`src/rtl/ps2_transmitter.sv`:
```
// Host-to-device PS/2 command transmitter: inhibits the bus, requests to send,
// then shifts one odd-parity byte out on device-generated clock falls.
module ps2_transmitter #(
  parameter int INHIBIT_CYCLES = 12000,
  parameter int FILTER_LEN     = 19,
  parameter int TIMEOUT_CYCLES = 2000000
) (
  input  logic       clk_i,
  input  logic       rst_i,
  input  logic [7:0] tx_data_i,
  input  logic       tx_valid_i,
  output logic       tx_ready_o,
  output logic       busy_o,
  output logic       done_o,
  output logic       err_o,
  input  logic       kclk_i,
  input  logic       kdata_i,
  output logic       kclk_oe_o,
  output logic       kdata_oe_o
);

  localparam int FW   = $clog2(FILTER_LEN + 1);
  localparam int TMAX = (TIMEOUT_CYCLES > INHIBIT_CYCLES) ? TIMEOUT_CYCLES : INHIBIT_CYCLES;
  localparam int TW   = $clog2(TMAX + 1);

  typedef enum logic [2:0] {
    S_IDLE,
    S_INHIBIT,
    S_REQ,
    S_SEND,
    S_ACK,
    S_WAIT_IDLE
  } state_t;

  // Index 0 is kclk, index 1 is kdata; filtered copies idle high like the bus.
  logic [1:0]    sync1_q;
  logic [1:0]    sync2_q;
  logic [1:0]    filt_q;
  logic [FW-1:0] fcnt_q [2];
  logic          kclk_dly_q;
  logic          fall;

  always_ff @(posedge clk_i) begin
    if (rst_i) begin
      sync1_q    <= 2'b11;
      sync2_q    <= 2'b11;
      filt_q     <= 2'b11;
      kclk_dly_q <= 1'b1;
      for (int i = 0; i < 2; i++) fcnt_q[i] <= '0;
    end else begin
      sync1_q    <= {kdata_i, kclk_i};
      sync2_q    <= sync1_q;
      kclk_dly_q <= filt_q[0];
      for (int i = 0; i < 2; i++) begin
        if (sync2_q[i] == filt_q[i]) begin
          fcnt_q[i] <= '0;
        end else if (fcnt_q[i] == FW'(FILTER_LEN - 1)) begin
          filt_q[i] <= sync2_q[i];
          fcnt_q[i] <= '0;
        end else begin
          fcnt_q[i] <= fcnt_q[i] + FW'(1);
        end
      end
    end
  end

  assign fall = kclk_dly_q & ~filt_q[0];

  state_t        state_q, state_d;
  logic [TW-1:0] timer_q, timer_d;
  logic [7:0]    shift_q, shift_d;
  logic          parity_q, parity_d;
  logic [3:0]    bit_cnt_q, bit_cnt_d;
  logic          kdata_oe_q, kdata_oe_d;
  logic          framing;

  always_ff @(posedge clk_i) begin
    if (rst_i) begin
      state_q    <= S_IDLE;
      timer_q    <= '0;
      shift_q    <= '0;
      parity_q   <= 1'b0;
      bit_cnt_q  <= '0;
      kdata_oe_q <= 1'b0;
    end else begin
      state_q    <= state_d;
      timer_q    <= timer_d;
      shift_q    <= shift_d;
      parity_q   <= parity_d;
      bit_cnt_q  <= bit_cnt_d;
      kdata_oe_q <= kdata_oe_d;
    end
  end

  assign framing = (state_q == S_SEND) || (state_q == S_ACK) || (state_q == S_WAIT_IDLE);

  always_comb begin
    state_d    = state_q;
    timer_d    = timer_q;
    shift_d    = shift_q;
    parity_d   = parity_q;
    bit_cnt_d  = bit_cnt_q;
    kdata_oe_d = kdata_oe_q;
    done_o     = 1'b0;
    err_o      = 1'b0;

    if (framing && (timer_q != '0)) timer_d = timer_q - TW'(1);

    unique case (state_q)
      S_IDLE: begin
        if (tx_valid_i) begin
          shift_d  = tx_data_i;
          parity_d = ~^tx_data_i;
          timer_d  = TW'(INHIBIT_CYCLES - 1);
          state_d  = S_INHIBIT;
        end
      end
      S_INHIBIT: begin
        if (timer_q == '0) begin
          kdata_oe_d = 1'b1;
          state_d    = S_REQ;
        end else begin
          timer_d = timer_q - TW'(1);
        end
      end
      S_REQ: begin
        timer_d   = TW'(TIMEOUT_CYCLES);
        bit_cnt_d = '0;
        state_d   = S_SEND;
      end
      S_SEND: begin
        if (fall) begin
          bit_cnt_d = bit_cnt_q + 4'd1;
          if (bit_cnt_q < 4'd8) begin
            kdata_oe_d = ~shift_q[bit_cnt_q[2:0]];
          end else if (bit_cnt_q == 4'd8) begin
            kdata_oe_d = ~parity_q;
          end else begin
            kdata_oe_d = 1'b0;
            state_d    = S_ACK;
          end
        end
      end
      S_ACK: begin
        if (fall) begin
          if (!filt_q[1]) begin
            state_d = S_WAIT_IDLE;
          end else begin
            err_o   = 1'b1;
            state_d = S_IDLE;
          end
        end
      end
      S_WAIT_IDLE: begin
        if (filt_q[0] && filt_q[1]) begin
          done_o  = 1'b1;
          state_d = S_IDLE;
        end
      end
      default: state_d = S_IDLE;
    endcase

    // A stalled device overrides whatever the frame logic decided this cycle.
    if (framing && (timer_q == '0)) begin
      done_o  = 1'b0;
      err_o   = 1'b1;
      state_d = S_IDLE;
    end

    if (state_d == S_IDLE) kdata_oe_d = 1'b0;
  end

  assign tx_ready_o = (state_q == S_IDLE);
  assign busy_o     = (state_q != S_IDLE);
  assign kclk_oe_o  = (state_q == S_INHIBIT) || (state_q == S_REQ);
  assign kdata_oe_o = kdata_oe_q;

endmodule

```
`config.mk`:
```
export PLATFORM = sky130hd
export DESIGN_NAME = ps2_transmitter
export DESIGN_NICKNAME = d
export VERILOG_FILES = /design/src/rtl/ps2_transmitter.sv
export SDC_FILE = /design/constraint.sdc
export NUM_CORES = 1
export LEC_CHECK = 0
export CAP_MARGIN = 30
export CORE_MARGIN = 10
export CORE_UTILIZATION = 45
export CTS_CLUSTER_DIAMETER = 150
export DETAILED_ROUTE_END_ITERATION = 12
export SLEW_MARGIN = 20
export SYNTH_ARGS = -nofsm -noshare
export SYNTH_HDL_FRONTEND = slang
export SYNTH_SLANG_ARGS = --single-unit
export TNS_END_PERCENT = 30
```
`constraint.sdc`:
```
create_clock -name clk_i -period 5.3 [get_ports clk_i]
set_input_delay 1.325 -clock clk_i [delete_from_list [all_inputs] [get_ports clk_i]]
set_output_delay 1.325 -clock clk_i [all_outputs]
set_load 0.05 [all_outputs]
```
==> impl.org, run 1 <==
** Outcome
- Status :: finished, final reports clean

** Timing
- Period utilisation layout :: 89.02%
- Slew Limit Headroom :: 37.16%
- The final-report hold violation count was 0.
- Setup violations remaining at the end of the flow were counted as 0.
- Unrepaired setup endpoints after global routing :: false
- Max Clk Rate :: 0.2119 GHz
- Subtracting the final worst setup slack from the clock period gives 4.718 ns.
- Post-route clock skew :: 0.01304 ns
- The count of pins over their slew limit is 0.
- Setup TNS :: 0 ns
- Transition time of the tightest slew-check pin :: 0.9391 ns

** Power
- In this run the power density over the cells is 265.5 nW/µm².
- Max IR drop VDD :: 0.0001151 V
- Summed over all cells, the static leakage comes to 1.276 nW.

** Worst setup path
- Worst path arrival time :: 3.39 ns
- Crit path max-delay cell type :: clkdlybuf4s50_1
- The number of buffers and inverters on the critical path is 1.
- The signal on the critical path passes through or4_1 > or3_1 > nor2_4 > a31oi_1 > o21ai_0 > clkdlybuf4s50_1.
- Cell family contributing the most delay on the critical path :: simple AND/OR/NAND/NOR gates
- Along the worst path, the maximum fanout reaches 11.
- The critical path is of the register to primary output type.
- Data on the critical path is required at its endpoint by 3.97 ns.
- Element type at the critical path end :: primary output
- Startpoint class of the critical path :: register
- For this run, the slowest stage of the critical path takes 0.86 ns.

** Die
- The region available for standard cell placement spans 7292 µm².
- Row Count :: 31
- From left edge to right edge, the die measures 106.8 µm.
- The die is 106.8 µm tall.
- 19 I/O pins were placed.
- For this configuration, the core starts out at a cell density of 46.50%.
- The die covers 11,410 µm².

** Finish
- The number of antenna diodes in the final layout is 0.
- Final nets :: 453
- Compared with the post-synthesis result, the final layout area differs by 9.373%.
- Final Core Density :: 50.86%
- The layout has 764 filler cells.
- For this run, the number of standard cells in the final layout without fillers is 531.
- Layout cell share with drive strength beyond 1 :: 5.787%

** Routing
- Final wirelength :: 8.538 mm
- The count of nets left with antenna violations once routing finished came out at 0.
- Number of design rule violations left after detail routing :: 0
- Final routed wire length divided by cell count :: 16.08 µm
- Detailed Route Iter0 Violations :: 213
- The first detailed-routing pass ran for 5 iterations.
- After detailed routing, the number of vias per cell comes to 5.678.
- The final route contains 3,015 vias.

** Yosys
- Part of the Yosys area used for sequential elements :: 35.42%
- Dividing the synthesized area by the synthesized cell count gives 8.112 µm².
- Post-synth design cell area :: 3391 µm²
- Among all flip-flop cells after synthesis, the most frequent one is dfxtp_1.
- Dominant combinational cell family by area after synthesis :: simple AND/OR/NAND/NOR gates
- Async SR Flop Fraction :: 0%
- The synthesized netlist devotes 24.13% of its cell area to simple gates.
- Adder and majority cell fraction of the synthesized area :: 2.952%
- Synthesis produced a netlist whose cell count is 418.
- Portion of netlist area occupied by mux cells :: 1.919%
- Count of flip-flops with a built-in enable after synthesis :: 10
- Warning count from the yosys run :: 0
- The synthesized netlist devotes 22.55% of its cell area to compound gates.
- Xor/xnor cell area share of the yosys netlist :: 8.266%
- After synthesis the netlist holds a flip-flop and latch count of 55.
- Number of library cell types mapped by synthesis :: 65

** Clock network
- In this run, post-CTS hold repair placed 0 buffers.
- The later pin in the worst-skew pair is clocked with a latency of 0.32 ns.
- TritonCTS clock tree :: yes
- Clock-pin slew was measured on the worst setup and hold paths at 0.11 ns.
- Clock buffers created by TritonCTS :: 5
- The clock passes through at most 2 buffers.
- Setup Fix Bufs, Post-CTS :: 0
- Clk root buf :: clkbuf_8
- H-tree level count :: 2
- CTS-repair resized insts :: 0
- Clock sink count :: 55

** Placed design
- At the end of routability-driven placement, the weighted congestion stood at 0.9087.
- Total instance count after detailed placement :: 524
- Detailed placement HPWL :: 6.262 mm
- Port buffering added 18 buffers.

** Global route
- Number of global-route vias before repair :: 2,925
- Residual overflow from global routing :: 0
- Entering global routing, the biggest net connects 24 pins.
- Initial antenna violation count :: 0
- Global Route Usage Sum :: 15.14%
- Global-route wire length before repair :: 14.22 mm

** Min path
- The tightest min-delay check is of the register to register type.

** Run
- Total of max-cap violations :: 0
==> per-stage QoR <==
stage               area, µm²  hold WS [ns]  power [W]  setup slack (ns)
floorplan                3425        0.3895  0.0007001             1.153
global placement         3631        0.3932  0.0007597            0.7973
detailed placement       3631        0.3964  0.0007619            0.7507
CTS                      3709        0.4238  0.0009888            0.5997
global route             3709        0.4350   0.001038            0.4467
finish                   3709        0.4225  0.0009846            0.5817
==> per-layer routing <==
layer	vias to the layer above	global-route usage [%]	share of wire [%]
met4	0	5.222	1.6
met5	-	0	0
met2	83	25.11	47
met1	1402	19.37	47
li1	1520	-	-
met3	10	2.575	4.5
==> final timing paths <==
kind              depth (start not counted)                    end                  start  slack (ns)
setup / recovery                          6                  err_o  timer_q[7]$_SDFF_PP0_        0.58
setup reg to reg                          6  timer_q[2]$_SDFF_PP0_  state_q[0]$_SDFF_PP0_        2.20
hold reg to reg                           1  sync2_q[0]$_SDFF_PP1_  sync1_q[0]$_SDFF_PP1_        0.42
hold / removal                            1  sync2_q[0]$_SDFF_PP1_  sync1_q[0]$_SDFF_PP1_        0.42
==> cells in the final DEF (no fill, tap or decap), types with 5 or more instances in the layout <==
master / count
dfxtp_1: 45
nand2b_1: 5
o21ai_1: 8
o21ai_0: 12
edfxtp_1: 10
or3_1: 5
a21oi_1: 43
a211oi_1: 5
clkbuf_8: 5
o22ai_1: 6
clkdlybuf4s50_1: 18
nand3_1: 8
nand2_1: 49
or4_1: 6
a31oi_1: 6
conb_1: 10
nor4_1: 7
xor2_1: 11
nor3_1: 21
xnor2_1: 21
inv_1: 11
or2_2: 5
nor2_1: 43
ha_1: 8
==> cell usage after synthesis (6+ instances only) <==
master	number	area share, %
xnor2_1	21	5.4
a21oi_1	43	6.3
nand3_1	8	1.2
dfxtp_1	45	27
inv_1	11	1.2
xor2_1	11	2.8
a31oi_1	6	1.1
o21ai_1	8	1.2
buf_2	6	0.89
nor3_1	21	3.1
nor4_1	7	1.3
or4_1	6	1.3
o22ai_1	6	1.1
nor2_1	43	4.8
edfxtp_1	10	8.9
ha_1	8	3.0
o21ai_0	12	1.8
nand2_1	49	5.4
clkbuf_1	13	1.4
==> registers in the layout, summed over array words and instances (netlist names) <==
register,count
state_q,3
sync2_q,2
parity_q,1
bit_cnt_q,4
timer_q,21
kclk_dly_q,1
shift_q,8
kdata_oe_o,1
sync1_q,2
filt_q,2
fcnt_q,10
==> logic make-up after synthesis <==
kind of cell / Yosys count
mux: 4
xor+xnor: 32
fa+ha+maj: 8
flops: 55
compound gates: 117
simple gates: 167
other cells: 1
buf+inv: 34
==> where the power goes <==
group          total (W)  leakage (nW)  internal, W  switching (W)
sequential      0.000494         0.472     0.000456      0.0000388
combinational   0.000262         0.762    0.0000996       0.000162
clock           0.000228        0.0414    0.0000886       0.000140
total           0.000985          1.28     0.000644       0.000341
==> final cells by class <==
| class | instances | area (µm²) | area share [%] |
|---|---|---|---|
| clock buffers | 5 | 68.82 | 1.856 |
| clock inverters | 2 | 8.758 | 0.2362 |
| inverters | 12 | 45.04 | 1.215 |
| multi-input cells | 338 | 2066 | 55.70 |
| flip-flops and latches | 55 | 1201 | 32.39 |
| well taps | 99 | 123.9 | 3.340 |
| repair buffers | 20 | 195.2 | 5.263 |
Power figures use the tool's default switching activity.
==> inputs of run 2 (changes only) <==
Settings changed: ABC_AREA set to 1.
==> impl.org, run 2 <==
** Finish
- From synthesis to final layout, the design area changed by 10.08%.
- Commonest non-fill, non-tap cells in the layout :: nand2_1 (137), nor2_1 (71), inv_1 (63)
- In the final layout, the share of cells above drive strength 1 is 9.155%.
- Final Core Density :: 51.46%
- Diodes inserted :: 0
- Once layout is done, the placed cells without fillers occupy 4018 µm².
- Counting flops per register, the top entry is timer_q.
- After the last flow step, the layout net total stands at 588.
- Largest registers :: timer_q x21, fcnt_q x10, shift_q x8
- Most common cell after layout, fill and taps aside :: nand2_1
- Max reg flops :: 21

** Yosys
- Adder and majority cell fraction of the synthesized area :: 2.743%
- In this run, synthesis inferred 10 flip-flops with an integrated enable.
- Warning count from the yosys run :: 0
- Largest area contributor in the synthesized netlist :: dfxtp_1
- Post-Synthesis Cells :: 544
- After synthesis, the largest family of logic cells by area is simple AND/OR/NAND/NOR gates.
- Library cell with the highest instance count after synthesis :: nand2_1
- Largest cells by area after synthesis :: dfxtp_1 (25%), nand2_1 (14%), edfxtp_1 (8.2%)
- The most used flip-flop cell after synthesis is dfxtp_1.
- For this run, the register share of the synthesized area comes to 32.91%.
- Async SR Flop Fraction :: 0%
- Number of library cell types mapped by synthesis :: 36
- Synth Register Bits :: 55
- The synthesized netlist devotes 10.63% of its cell area to compound gates.
- Basic-gate share of the synthesized area counting and, or, nand and nor cells :: 38.46%
- Average instance area after synthesis :: 6.709 µm²
- In this run the cell area of the synthesized design comes to 3650 µm².
- The top cell type by area accounts for 24.68% of the synthesized area.
- After Yosys synthesis, XOR and XNOR cells account for 5.519% of the synthesized area.
- Counting instances in the post-synthesis netlist gives the leading cell types as nand2_1 (137), nor2_1 (71), inv_1 (63).
- Multiplexer cells account for 0% of the synthesized area.

** Timing
- Slew Limit Headroom :: 47.85%
- Final count of hold timing violations :: 0
- Worst hold slack :: 0.4166 ns
- Post-route clock skew :: 0.01007 ns
- Counting I/O delays and the setup requirement, the final critical path takes 3.680 ns.
- Setup TNS :: 0 ns
- Pins Over Slew Limit :: 0
- Based on the critical path, the design can be clocked at up to 0.2717 GHz.
- Setup repair after global routing left no endpoint under its margin.
- Period utilisation layout :: 69.43%
- Setup violations remaining at the end of the flow were counted as 0.
- Transition time of the tightest slew-check pin :: 0.7813 ns

** Routing
- Once detail routing completed, the nets flagged for antenna violations numbered 0.
- The first detailed-routing pass ran for 5 iterations.
- Final routed wire length divided by cell count :: 13.01 µm
- After detailed routing, the total wire length is 8.718 mm.
- The first routing iteration left 120 violations.
- For this block, the via count after detailed routing is 3,342.
- Dividing the detail-routed via count by the number of cells gives 4.988.
- Number of design rule violations left after detail routing :: 0

** Die
- During I/O placement, the number of pins put on the boundary was 19.
- The die is 110.1 µm wide.
- Die height :: 110.1 µm
- The initial utilization of the core area, before any placement, comes to 46.75%.
- Row Count :: 32
- After floorplanning, the core was sized to cover 7807 µm².
- The floorplan step defined a die boundary enclosing 12,110 µm².

** Min path
- The worst hold path begins at sync1_q[0]$_SDFF_PP1_.
- The path class of the tightest hold or removal check is register to register.
- The path with the worst hold slack has its endpoint at sync2_q[0]$_SDFF_PP1_.
- Instance count along the most critical hold path :: 1

** Worst setup path
- In this design, the stage delay of the slowest critical-path cell is 0.81 ns.
- Worst-path fanout max :: 5
- The critical path goes through inv_1 > ha_1 > nand2_1 > nor2_4 > nand4_1 > nand2_1 > clkdlybuf4s50_1.
- At the worst endpoint, the required time is 3.97 ns.
- Most repeated library cell on the critical path :: nand2_1
- Startpoint class of the critical path :: register
- The worst register-to-register path ends at timer_q[8]$_SDFF_PP0_.
- Counting cells, the worst reg-to-reg path comes to 8.
- Element type at the critical path end :: primary output
- Together, buffers and inverters on the worst path number 2.
- Worst path arrival time :: 2.35 ns
- On the critical path, the stage with the largest delay is an instance of clkdlybuf4s50_1.
- Minimum setup slack among reg-to-reg paths :: 3.11 ns
- Type of the setup path with the least slack :: register to primary output
- Cell family contributing the most delay on the critical path :: buffers and inverters
- The worst register-to-register path begins at state_q[1]$_SDFF_PP0_.

** Placed design
- Quantity of I/O buffers inserted on ports :: 18
- Once detailed placement completed, the half-perimeter wirelength came to 6.354 mm.
- Last weighted congestion value of the routability-driven placer :: 0.9023
- In this run the cell area measured after placement is 3913 µm².

** Clock network
- Max Root-Sink Buffers :: 2
- The number of gates resized after CTS was 0.
- The clock tree synthesis step divided the H-tree into 2 levels.
- Clock buffers created by TritonCTS :: 5
- Hold repair after CTS inserted 0 buffers.
- Setup Fix Bufs, Post-CTS :: 0
- CTS placed an instance of clkbuf_8 at the clock tree root.
- Clock sink count :: 55
- At the later pin of the worst-skew pair, clock insertion delay measures 0.32 ns.
- TritonCTS clock tree :: yes
- After clock tree synthesis, the clock-pin slew on the worst setup and hold paths is 0.11 ns.

** Power
- Portion of total power attributed to sequential cells :: 42.2%
- Sw Share :: 39.03%
- Internal :: 0.0007173 W
- VDD sags by at most 0.0001174 V.
- The share of total power dissipated in combinational logic is 34.8%.
- Summed over all nets, the switching power comes to 0.0004591 W.
- Overall power after layout :: 0.001176 W
- Clock Power Share :: 23.1%
- In this run the static leakage power is 1.857 nW.
- For this design the ratio of total power to cell area is 292.8 nW/µm².

** Global route
- Residual overflow from global routing :: 0
- Initial antenna violation count :: 0
- Global routing consumed, over all layers together, 15.30% of the routing resources.
- The number of global-route vias before repair came to 3,200.
- The first global-routing pass estimated 15.08 mm of wire.
- Largest net degree at the start of global routing :: 36

** Outcome
- Status :: finished, final reports clean

** Run
- Across the run, the number of max-cap violations was 0.
[run 2: changes by cell type after synthesis, moves of 14 or more]
cell | previous run | this run
nor3_1 | 21 | 7
nor2_1 | 43 | 71
inv_1 | 11 | 63
nand3_1 | 8 | 44
xnor2_1 | 21 | 7
nand2_1 | 49 | 137
[run 2: worst max path at each step]
stage	start	end	slack [ns]	depth (start not counted)
4_1_cts	timer_q[0]$_SDFF_PP0_	err_o	1.61	7
5_1_grt	timer_q[1]$_SDFF_PP0_	err_o	1.43	7
6_report	timer_q[0]$_SDFF_PP0_	err_o	1.62	7
2_1_floorplan	state_q[2]$_SDFF_PP0_	tx_ready_o	2.63	4
3_5_place_dp	rst_i	fcnt_q[1][4]$_SDFFCE_PN0P_	1.89	6
3_3_place_gp	rst_i	fcnt_q[1][3]$_SDFFCE_PN0P_	1.94	6
[run 2: power groups by stage]
stage                     logic [W]  registers, W  clock network, W
final                      0.000409      0.000496          0.000271
after CTS                  0.000410      0.000496          0.000277
after detailed placement   0.000407      0.000505                 0
after floorplan            0.000322      0.000496                 0
after global placement     0.000402      0.000504                 0
after global routing       0.000468      0.000501          0.000291
[run 2: cell families (layout without fill, tap and decap cells)]
family | Yosys count | after routing
compound gates | 70 | 70
xor+xnor | 23 | 23
fa+ha+maj | 8 | 8
buf+inv | 82 | 97
flops | 55 | 55
other cells | 1 | 10
simple gates | 305 | 305
[run 2: layout make-up]
| class | count | area [µm²] |
|---|---|---|
| fill | 796 | 3790 |
| sequential | 55 | 1201 |
| tap | 102 | 127.6 |
| clock buffer | 7 | 97.59 |
| clock inverter | 1 | 7.507 |
| timing repair buffer | 19 | 187.7 |
| inverter | 70 | 265.3 |
| multi-input combinational | 416 | 2131 |
[run 2: through the flow]
step	setup slack, ns	cells
floorplan	2.632	553
global placement	1.939	662
detailed placement	1.891	662
CTS	1.607	670
global route	1.427	670
finish	1.620	670
[run 2: layer usage]
| layer | vias up | part of all wire, % | track usage (%) | wire length (µm) |
|---|---|---|---|---|
| met5 | - | 0 | 0 | 0 |
| met4 | 0 | 1.5 | 3.996 | 135 |
| met3 | 15 | 4.7 | 2.786 | 414 |
| met2 | 65 | 46 | 24.51 | 3967 |
| met1 | 1493 | 48 | 20.64 | 4201 |
| li1 | 1769 | - | - | - |
